**src/rtl/btb_train_queue_pkg.sv**
```systemverilog
// Shared constants for the BTB training queue: the BTB's active-low strobe
// encodings, the default queue depth and the storage entry layout.
package btb_train_queue_pkg;

  // BTB commit inputs are active low.
  localparam logic ENABLE_N  = 1'b0;
  localparam logic DISABLE_N = 1'b1;

  localparam int BTB_TRAIN_DEPTH = 8;

  // Entry layout, MSB first: {taken, pc, tar}.
  function automatic int btb_train_entry_width(input int addr);
    return 1 + 2 * addr;
  endfunction

endpackage

```
**src/rtl/btb_train_queue.sv**
```systemverilog
// Buffers resolved branches between execute and commit. Retired entries are
// replayed onto the BTB training port in program order, one per cycle.
module btb_train_queue
  import btb_train_queue_pkg::*;
#(
  parameter int ADDR  = 32,
  parameter int DEPTH = BTB_TRAIN_DEPTH
) (
  input  logic                       clk,
  input  logic                       reset,
  input  logic                       br_valid,
  input  logic                       br_taken,
  input  logic [ADDR-1:0]            br_pc,
  input  logic [ADDR-1:0]            br_tar,
  output logic                       br_ready,
  input  logic                       br_commit,
  input  logic                       flush,
  output logic                       pc_chg_com_,
  output logic                       chg_taken_,
  output logic [ADDR-1:0]            com_addr,
  output logic [ADDR-1:0]            com_tar_addr,
  output logic [$clog2(DEPTH):0]     occupancy,
  output logic                       commit_err
);

  localparam int PTR = $clog2(DEPTH);
  localparam int EW  = btb_train_entry_width(ADDR);
  localparam logic [PTR:0] PTR_ONE = {{PTR{1'b0}}, 1'b1};

  // Handshake: a branch is accepted on any cycle with br_valid & br_ready
  // and no flush; br_ready depends only on registered pointers.

  logic [EW-1:0]   mem_q [DEPTH];
  logic [EW-1:0]   mem_d [DEPTH];
  logic [PTR:0]    head_q, head_d;
  logic [PTR:0]    cptr_q, cptr_d;
  logic [PTR:0]    tail_q, tail_d;
  logic            strobe_n_q, strobe_n_d;
  logic            taken_n_q, taken_n_d;
  logic [ADDR-1:0] addr_q, addr_d;
  logic [ADDR-1:0] tar_q, tar_d;
  logic            err_q, err_d;

  logic            full;
  logic            enq;
  logic            commit_ok;
  logic            drain;
  logic [EW-1:0]   head_entry;

  // Full: same slot index, opposite wrap bit.
  assign full       = (tail_q[PTR-1:0] == head_q[PTR-1:0]) && (tail_q[PTR] != head_q[PTR]);
  assign br_ready   = ~full;
  assign occupancy  = tail_q - head_q;
  assign head_entry = mem_q[head_q[PTR-1:0]];

  always_comb begin
    enq       = br_valid & ~full & ~flush;
    commit_ok = br_commit & (cptr_q != tail_q);
    drain     = (head_q != cptr_q);

    head_d = drain ? head_q + PTR_ONE : head_q;
    cptr_d = commit_ok ? cptr_q + PTR_ONE : cptr_q;
    // Flush keeps committed entries (including one committed this cycle).
    if (flush) begin
      tail_d = cptr_d;
    end else if (enq) begin
      tail_d = tail_q + PTR_ONE;
    end else begin
      tail_d = tail_q;
    end

    err_d = err_q | (br_commit & ~commit_ok);

    mem_d = mem_q;
    if (enq) begin
      mem_d[tail_q[PTR-1:0]] = {br_taken, br_pc, br_tar};
    end
  end

  always_comb begin
    strobe_n_d = DISABLE_N;
    taken_n_d  = DISABLE_N;
    addr_d     = '0;
    tar_d      = '0;
    if (drain) begin
      strobe_n_d = ENABLE_N;
      taken_n_d  = head_entry[EW-1] ? ENABLE_N : DISABLE_N;
      addr_d     = head_entry[EW-2:ADDR];
      tar_d      = head_entry[ADDR-1:0];
    end
  end

  always_ff @(posedge clk) begin
    if (reset) begin
      head_q     <= '0;
      cptr_q     <= '0;
      tail_q     <= '0;
      strobe_n_q <= DISABLE_N;
      taken_n_q  <= DISABLE_N;
      addr_q     <= '0;
      tar_q      <= '0;
      err_q      <= 1'b0;
    end else begin
      head_q     <= head_d;
      cptr_q     <= cptr_d;
      tail_q     <= tail_d;
      strobe_n_q <= strobe_n_d;
      taken_n_q  <= taken_n_d;
      addr_q     <= addr_d;
      tar_q      <= tar_d;
      err_q      <= err_d;
    end
  end

  // Storage contents need no reset; pointers define what is live.
  always_ff @(posedge clk) begin
    mem_q <= mem_d;
  end

  assign pc_chg_com_  = strobe_n_q;
  assign chg_taken_   = taken_n_q;
  assign com_addr     = addr_q;
  assign com_tar_addr = tar_q;
  assign commit_err   = err_q;

endmodule

```
**config.mk**
```make
export PLATFORM = sky130hd
export DESIGN_NAME = btb_train_queue
export DESIGN_NICKNAME = d
export VERILOG_FILES = /design/src/rtl/btb_train_queue_pkg.sv /design/src/rtl/btb_train_queue.sv
export SDC_FILE = /design/constraint.sdc
export NUM_CORES = 1
export LEC_CHECK = 0
export ABC_AREA = 1
export BUFFER_PORTS_ARGS = -buffer_cell sky130_fd_sc_hd__buf_4
export CORE_ASPECT_RATIO = 0.5
export CORE_MARGIN = 2
export CORE_UTILIZATION = 25
export DETAILED_ROUTE_END_ITERATION = 12
export PLACE_DENSITY = 0.37
export REMOVE_ABC_BUFFERS = 1
export SLEW_MARGIN = 30
export SYNTH_ARGS = -nofsm -noshare
export SYNTH_HDL_FRONTEND = slang
export SYNTH_SLANG_ARGS = --single-unit
```
**constraint.sdc**
```tcl
create_clock -name clk -period 23.8 [get_ports clk]
set_input_delay 7.14 -clock clk [delete_from_list [all_inputs] [get_ports clk]]
set_output_delay 7.14 -clock clk [all_outputs]
set_load 0.1 [all_outputs]
```
==> results_dict.tcl, run 1 <==
set metrics [dict create \
    grt_max_degree 165 \
    hold_class "reg2reg" \
    period_minus_slack_ns 10.68 \
    portBuffers 141 \
    cap_violations 0 \
    maxSlewViolCount 0 \
    coreArea_mm2 0.0883 \
    post-route-period-util_pct 44.9 \
    top_layer_used "met5" \
    whs_ns 0.450 \
    routedWlPerCell_um 20.8 \
    leakage_nw 8.87 \
    cts_tree "yes" \
    crit_path_end_kind "primary output" \
    rows 77 \
    wl_met2_um 29300 \
    postCtsResizedCells 0 \
    async_reset_ff_share_pct 0 \
    clk_pin_slew_ns 0.06 \
    ir_worst_vdd_mv 0.0653 \
    slew_headroom_pct 35.3 \
    synth_top_cell_by_area "edfxtp_1" \
    viasPerCell 4.43 \
    die_y_um 215 \
    grt_pass1_vias 13400 \
    worst_path_max_delay_cell "dfxtp_4" \
    path_cells "clkinv_2 > buf_4 > ha_1 > a21oi_1 > nand2_1 > xnor2_1 > buf_4" \
    wl_met1_um 30400 \
    final_layout_size_suffix_gt1_share_pct 14.6 \
    max_freq_mhz 93.7 \
    clock-sinks 599 \
    nNetsFinal 1874 \
    worst_pin_slew_ns 0.970 \
    fin_skew_ns 0.0439 \
    grt_pass1_wl_um 92500 \
    setup_violations 0 \
    synth_cell_types 27 \
    synth.top_cell.area_share_pct 70.1 \
    critPathArrivalTime_ns 3.54 \
    vias 13400 \
    ios 142 \
    grt_util_all_layers_pct 13.5 \
    routabilityCongestion 0.698 \
    synth_warnings 0 \
    grt_overflow_total 0 \
    firstDrtPassIters 5 \
    power.density_mw_per_mm2 125 \
    outcome "completed" \
    ant_nets 0 \
    synth-seq-cells 599 \
    synth_edf_count 520 \
    clk_latency_ns 0.66 \
    required_ns 16.66 \
    design_area_mm2 0.0265 \
    synth_cells 1680 \
    cp_max_fo 30 \
    synthTopCellsByArea "edfxtp_1 (70%), dfxtp_1 (7.1%), o21ai_0 (6.0%), nor2_1 (4.6%), o22ai_1 (3.6%)" \
    placed_area_mm2 0.0246 \
    initial_core_util_pct 25.2 \
    die_x_um 426 \
    drc 0 \
    crit_path_frequent_cell "buf_4" \
    cts_inserted_buffers 59 \
    syn_to_final_growth_pct 18.9 \
    final_common_cell "edfxtp_1" \
    avgSynthCellArea_um2 13.3 \
    ctsHoldBuffers 0 \
    post_cts_buffers 0 \
    antenna_found_initial 2 \
    final_util_pct 30.0 \
    drtIter0Drc 773 \
    start_kind "flop" \
    rsz0062_at_grt "no" \
    ys_seq_area_share_pct 77.2 \
    fillCellCount 8914 \
    hold_violations 0 \
    synth_ff_type "edfxtp_1" \
    place_hpwl_um 32900 \
    root_buffer "clkbuf_16" \
    worstSetupPathType "reg2out" \
    die-area_mm2 0.0917 \
    wl_met3_um 2090 \
    drt-total-wl_um 63000 \
    max_stage_delay_ns 0.60 \
    fin_setup_tns_ns 0 \
    h-tree-depth 2 \
    clockBufferDepth 3 \
    final_cell_mix "edfxtp_1 (520), nor2_1 (269), o21ai_0 (266)" \
    synth_area_mm2 0.0223 \
]
-- cell type report --
class                      instances  area, um^2  share of cell area [%]
multi-input combinational        954        4550                    17.2
tap                             1185        1480                    5.60
clock inverter                    20         215                   0.813
sequential                       599       17200                    65.0
inverter                          19        87.6                   0.331
clock buffer                      90        1680                    6.36
timing repair buffer             164        1250                    4.74
antenna                            1        2.50                 0.00945
-- stage by stage --
stage               instances  power (W)  setup WS (ns)
floorplan                1572    0.00208          10.24
global placement         2920    0.00245          13.62
detailed placement       2920    0.00244          13.61
CTS                      3030    0.00338          12.92
global route             3032    0.00349          12.91
finish                   3032    0.00332          13.12
-- cells in the mapped netlist (2+ instances only) --
cell type  number
ha_1            6
nor3_1          4
xor2_1          7
o22ai_1       127
nand3_1        11
nand2_2         4
buf_4          13
inv_1          15
o21ai_0       266
a21oi_2         2
clkbuf_1       59
buf_2          33
inv_2           3
buf_6           3
edfxtp_1      520
a21oi_1        71
nand2_1       172
o221ai_1        3
dfxtp_1        79
nor2_1        275
-- worst paths after layout --
check / cells after the start / to / start / slack, ns
setup / recovery: 7 / occupancy[3] / head_q[2]$_SDFFE_PP0N_ / 13.12
hold / removal: 2 / commit_err$_SDFF_PP0_ / commit_err$_SDFF_PP0_ / 0.45
setup reg to reg: 11 / mem_q[77]$_DFFE_PP_ / head_q[2]$_SDFFE_PP0N_ / 18.86
hold reg to reg: 2 / commit_err$_SDFF_PP0_ / commit_err$_SDFF_PP0_ / 0.45
-- metal layers --
metal,vias to the layer above,track usage (%)
met1,6792,19.1
met5,-,0
met4,2,3.44
li1,6384,-
met2,185,21.6
met3,82,2.18
-- cell families after synthesis --
logic type               after synthesis  synth area share (%)
buffers and inverters                127                  2.65
adder cells (fa/ha/maj)                7                 0.427
AO/OA/AOI/OAI                        470                  11.4
AND/OR/NAND/NOR                      469                  8.07
XOR/XNOR                               8                 0.315
flip-flops                           599                  77.2
-- critical path: cells and delay by family (launching register included) --
kind                     cells  cell delay [ns]
AO/OA/AOI/OAI                1             0.17
XOR/XNOR                     1             0.20
adder cells (fa/ha/maj)      1             0.41
buffers and inverters        3             1.42
flip-flops                   1             0.60
AND/OR/NAND/NOR              1             0.08
-- registers in the layout, summed over array words and instances (netlist names) --
name	cells
commit_err	1
mem_q	520
chg_taken_	1
com_addr	32
head_q	4
com_tar_addr	32
cptr_q	4
pc_chg_com_	1
tail_q	4
-- where the power goes --
part / switching (W) / internal (W) / leakage, nW
registers: 0.0000549 / 0.00122 / 5.35
clock network: 0.000408 / 0.000521 / 0.922
logic: 0.000872 / 0.000249 / 2.60
Power figures use the tool's default switching activity.
==> inputs of run 2 (changes only) <==
- PLACE_DENSITY: 0.37 -> 0.38
- clock period: 23.8 -> 9 ns (I/O delays scaled with it)
==> results_dict.tcl, run 2 (synthesized netlist as in run 1, its figures left out) <==
set metrics [dict create \
    grt_max_degree 100 \
    final_common_cell "edfxtp_1" \
    dp.cells 2922 \
    h-tree-depth 2 \
    crit_path_end_kind "primary output" \
    grt_pass1_wl_um 91900 \
    clk_pin_slew_ns 0.06 \
    setup_violations 0 \
    initial_core_util_pct 25.2 \
    power.density_mw_per_mm2 332 \
    cts_tree "yes" \
    leakage_nw 8.90 \
    final_cell_mix "edfxtp_1 (520), nor2_1 (269), o21ai_0 (266)" \
    instances_no_fill 3037 \
    clockBufferDepth 3 \
    worst_pin_slew_ns 0.937 \
    post_cts_buffers 0 \
    root_buffer "clkbuf_16" \
    portBuffers 141 \
    grt_pass1_vias 13800 \
    viasPerCell 4.42 \
    period_minus_slack_ns 5.80 \
    max_freq_mhz 172 \
    postCtsResizedCells 0 \
    syn_to_final_growth_pct 19.1 \
    slew_headroom_pct 37.4 \
    clock-sinks 599 \
    ir_worst_vdd_mv 0.164 \
    required_ns 6.30 \
    vias 13400 \
    rows 77 \
    start_kind "flop" \
    nNetsFinal 1877 \
    n_antenna_cell 0 \
    drc 0 \
    routabilityCongestion 0.726 \
    die_x_um 426 \
    drt-total-wl_um 61000 \
    outcome "completed" \
    coreArea_mm2 0.0883 \
    ctsHoldBuffers 0 \
    cap_violations 0 \
    fillCellCount 8954 \
    top_register "mem_q" \
    rsz0062_at_grt "no" \
    largest_register_ffs 520 \
    worstSetupPathType "reg2out" \
    grt_util_all_layers_pct 13.2 \
    place_hpwl_um 32600 \
    maxSlewViolCount 0 \
    hold_class "reg2reg" \
    hold_violations 0 \
    firstDrtPassIters 5 \
    ios 142 \
    fin_setup_tns_ns 0 \
    critPathArrivalTime_ns 3.10 \
    cts_inserted_buffers 60 \
    die_y_um 215 \
    routedWlPerCell_um 20.1 \
    ant_nets 0 \
    post-route-period-util_pct 64.4 \
    die-area_mm2 0.0917 \
    final_util_pct 30.0 \
    fin_skew_ns 0.0236 \
    final_layout_size_suffix_gt1_share_pct 14.6 \
    antenna_found_initial 1 \
    clk_latency_ns 0.64 \
    drtIter0Drc 799 \
    cp_max_fo 31 \
    grt_overflow_total 0 \
]
run 2: area by class of cell:
type | count | area [um^2] | share of cell area (%)
clock buffers | 76 | 1590 | 6.00
clock inverters | 38 | 329 | 1.24
inverters | 19 | 82.6 | 0.311
multi-input cells | 954 | 4550 | 17.2
flip-flops and latches | 599 | 17200 | 64.9
well taps | 1185 | 1480 | 5.59
repair buffers | 166 | 1280 | 4.82
run 2: worst paths after layout:
check	from	end	slack [ns]	cells after the start
max	head_q[2]$_SDFFE_PP0N_	occupancy[3]	3.20	6
min	commit_err$_SDFF_PP0_	commit_err$_SDFF_PP0_	0.46	2
max reg2reg	head_q[2]$_SDFFE_PP0N_	mem_q[197]$_DFFE_PP_	4.55	10
min reg2reg	commit_err$_SDFF_PP0_	commit_err$_SDFF_PP0_	0.46	2
run 2: where the power goes:
group          internal [W]  switching (W)
Sequential          0.00322       0.000143
Clock               0.00139        0.00109
Combinational      0.000652        0.00229
run 2: worst max-delay path: stages, from the launching register on:
cell      delay (ns)
dfxtp_4         0.55
clkinv_2        0.58
ha_1            0.58
a21oi_1         0.16
nand2_1         0.08
xnor2_1         0.18
buf_4           0.32
run 2: per-layer routing:
layer	part of all wire (%)	vias up	routed length, um	GRT usage [%]
li1	-	6396	-	-
met1	47	6751	28700	18.1
met2	48	190	29100	22.1
met3	3.1	82	1890	1.76
met4	2.2	0	1320	3.47
met5	0	-	0	0
run 2: stage by stage:
stage	area (um^2)	power, W	hold WS, ns	setup slack, ns
5_1_grt	26500	0.00925	0.504	2.97
3_3_place_gp	24600	0.00645	0.473	3.64
4_1_cts	26500	0.00895	0.477	3.04
2_1_floorplan	21800	0.00551	0.481	-1.74
3_5_place_dp	24600	0.00644	0.467	3.64
6_report	26500	0.00879	0.464	3.20
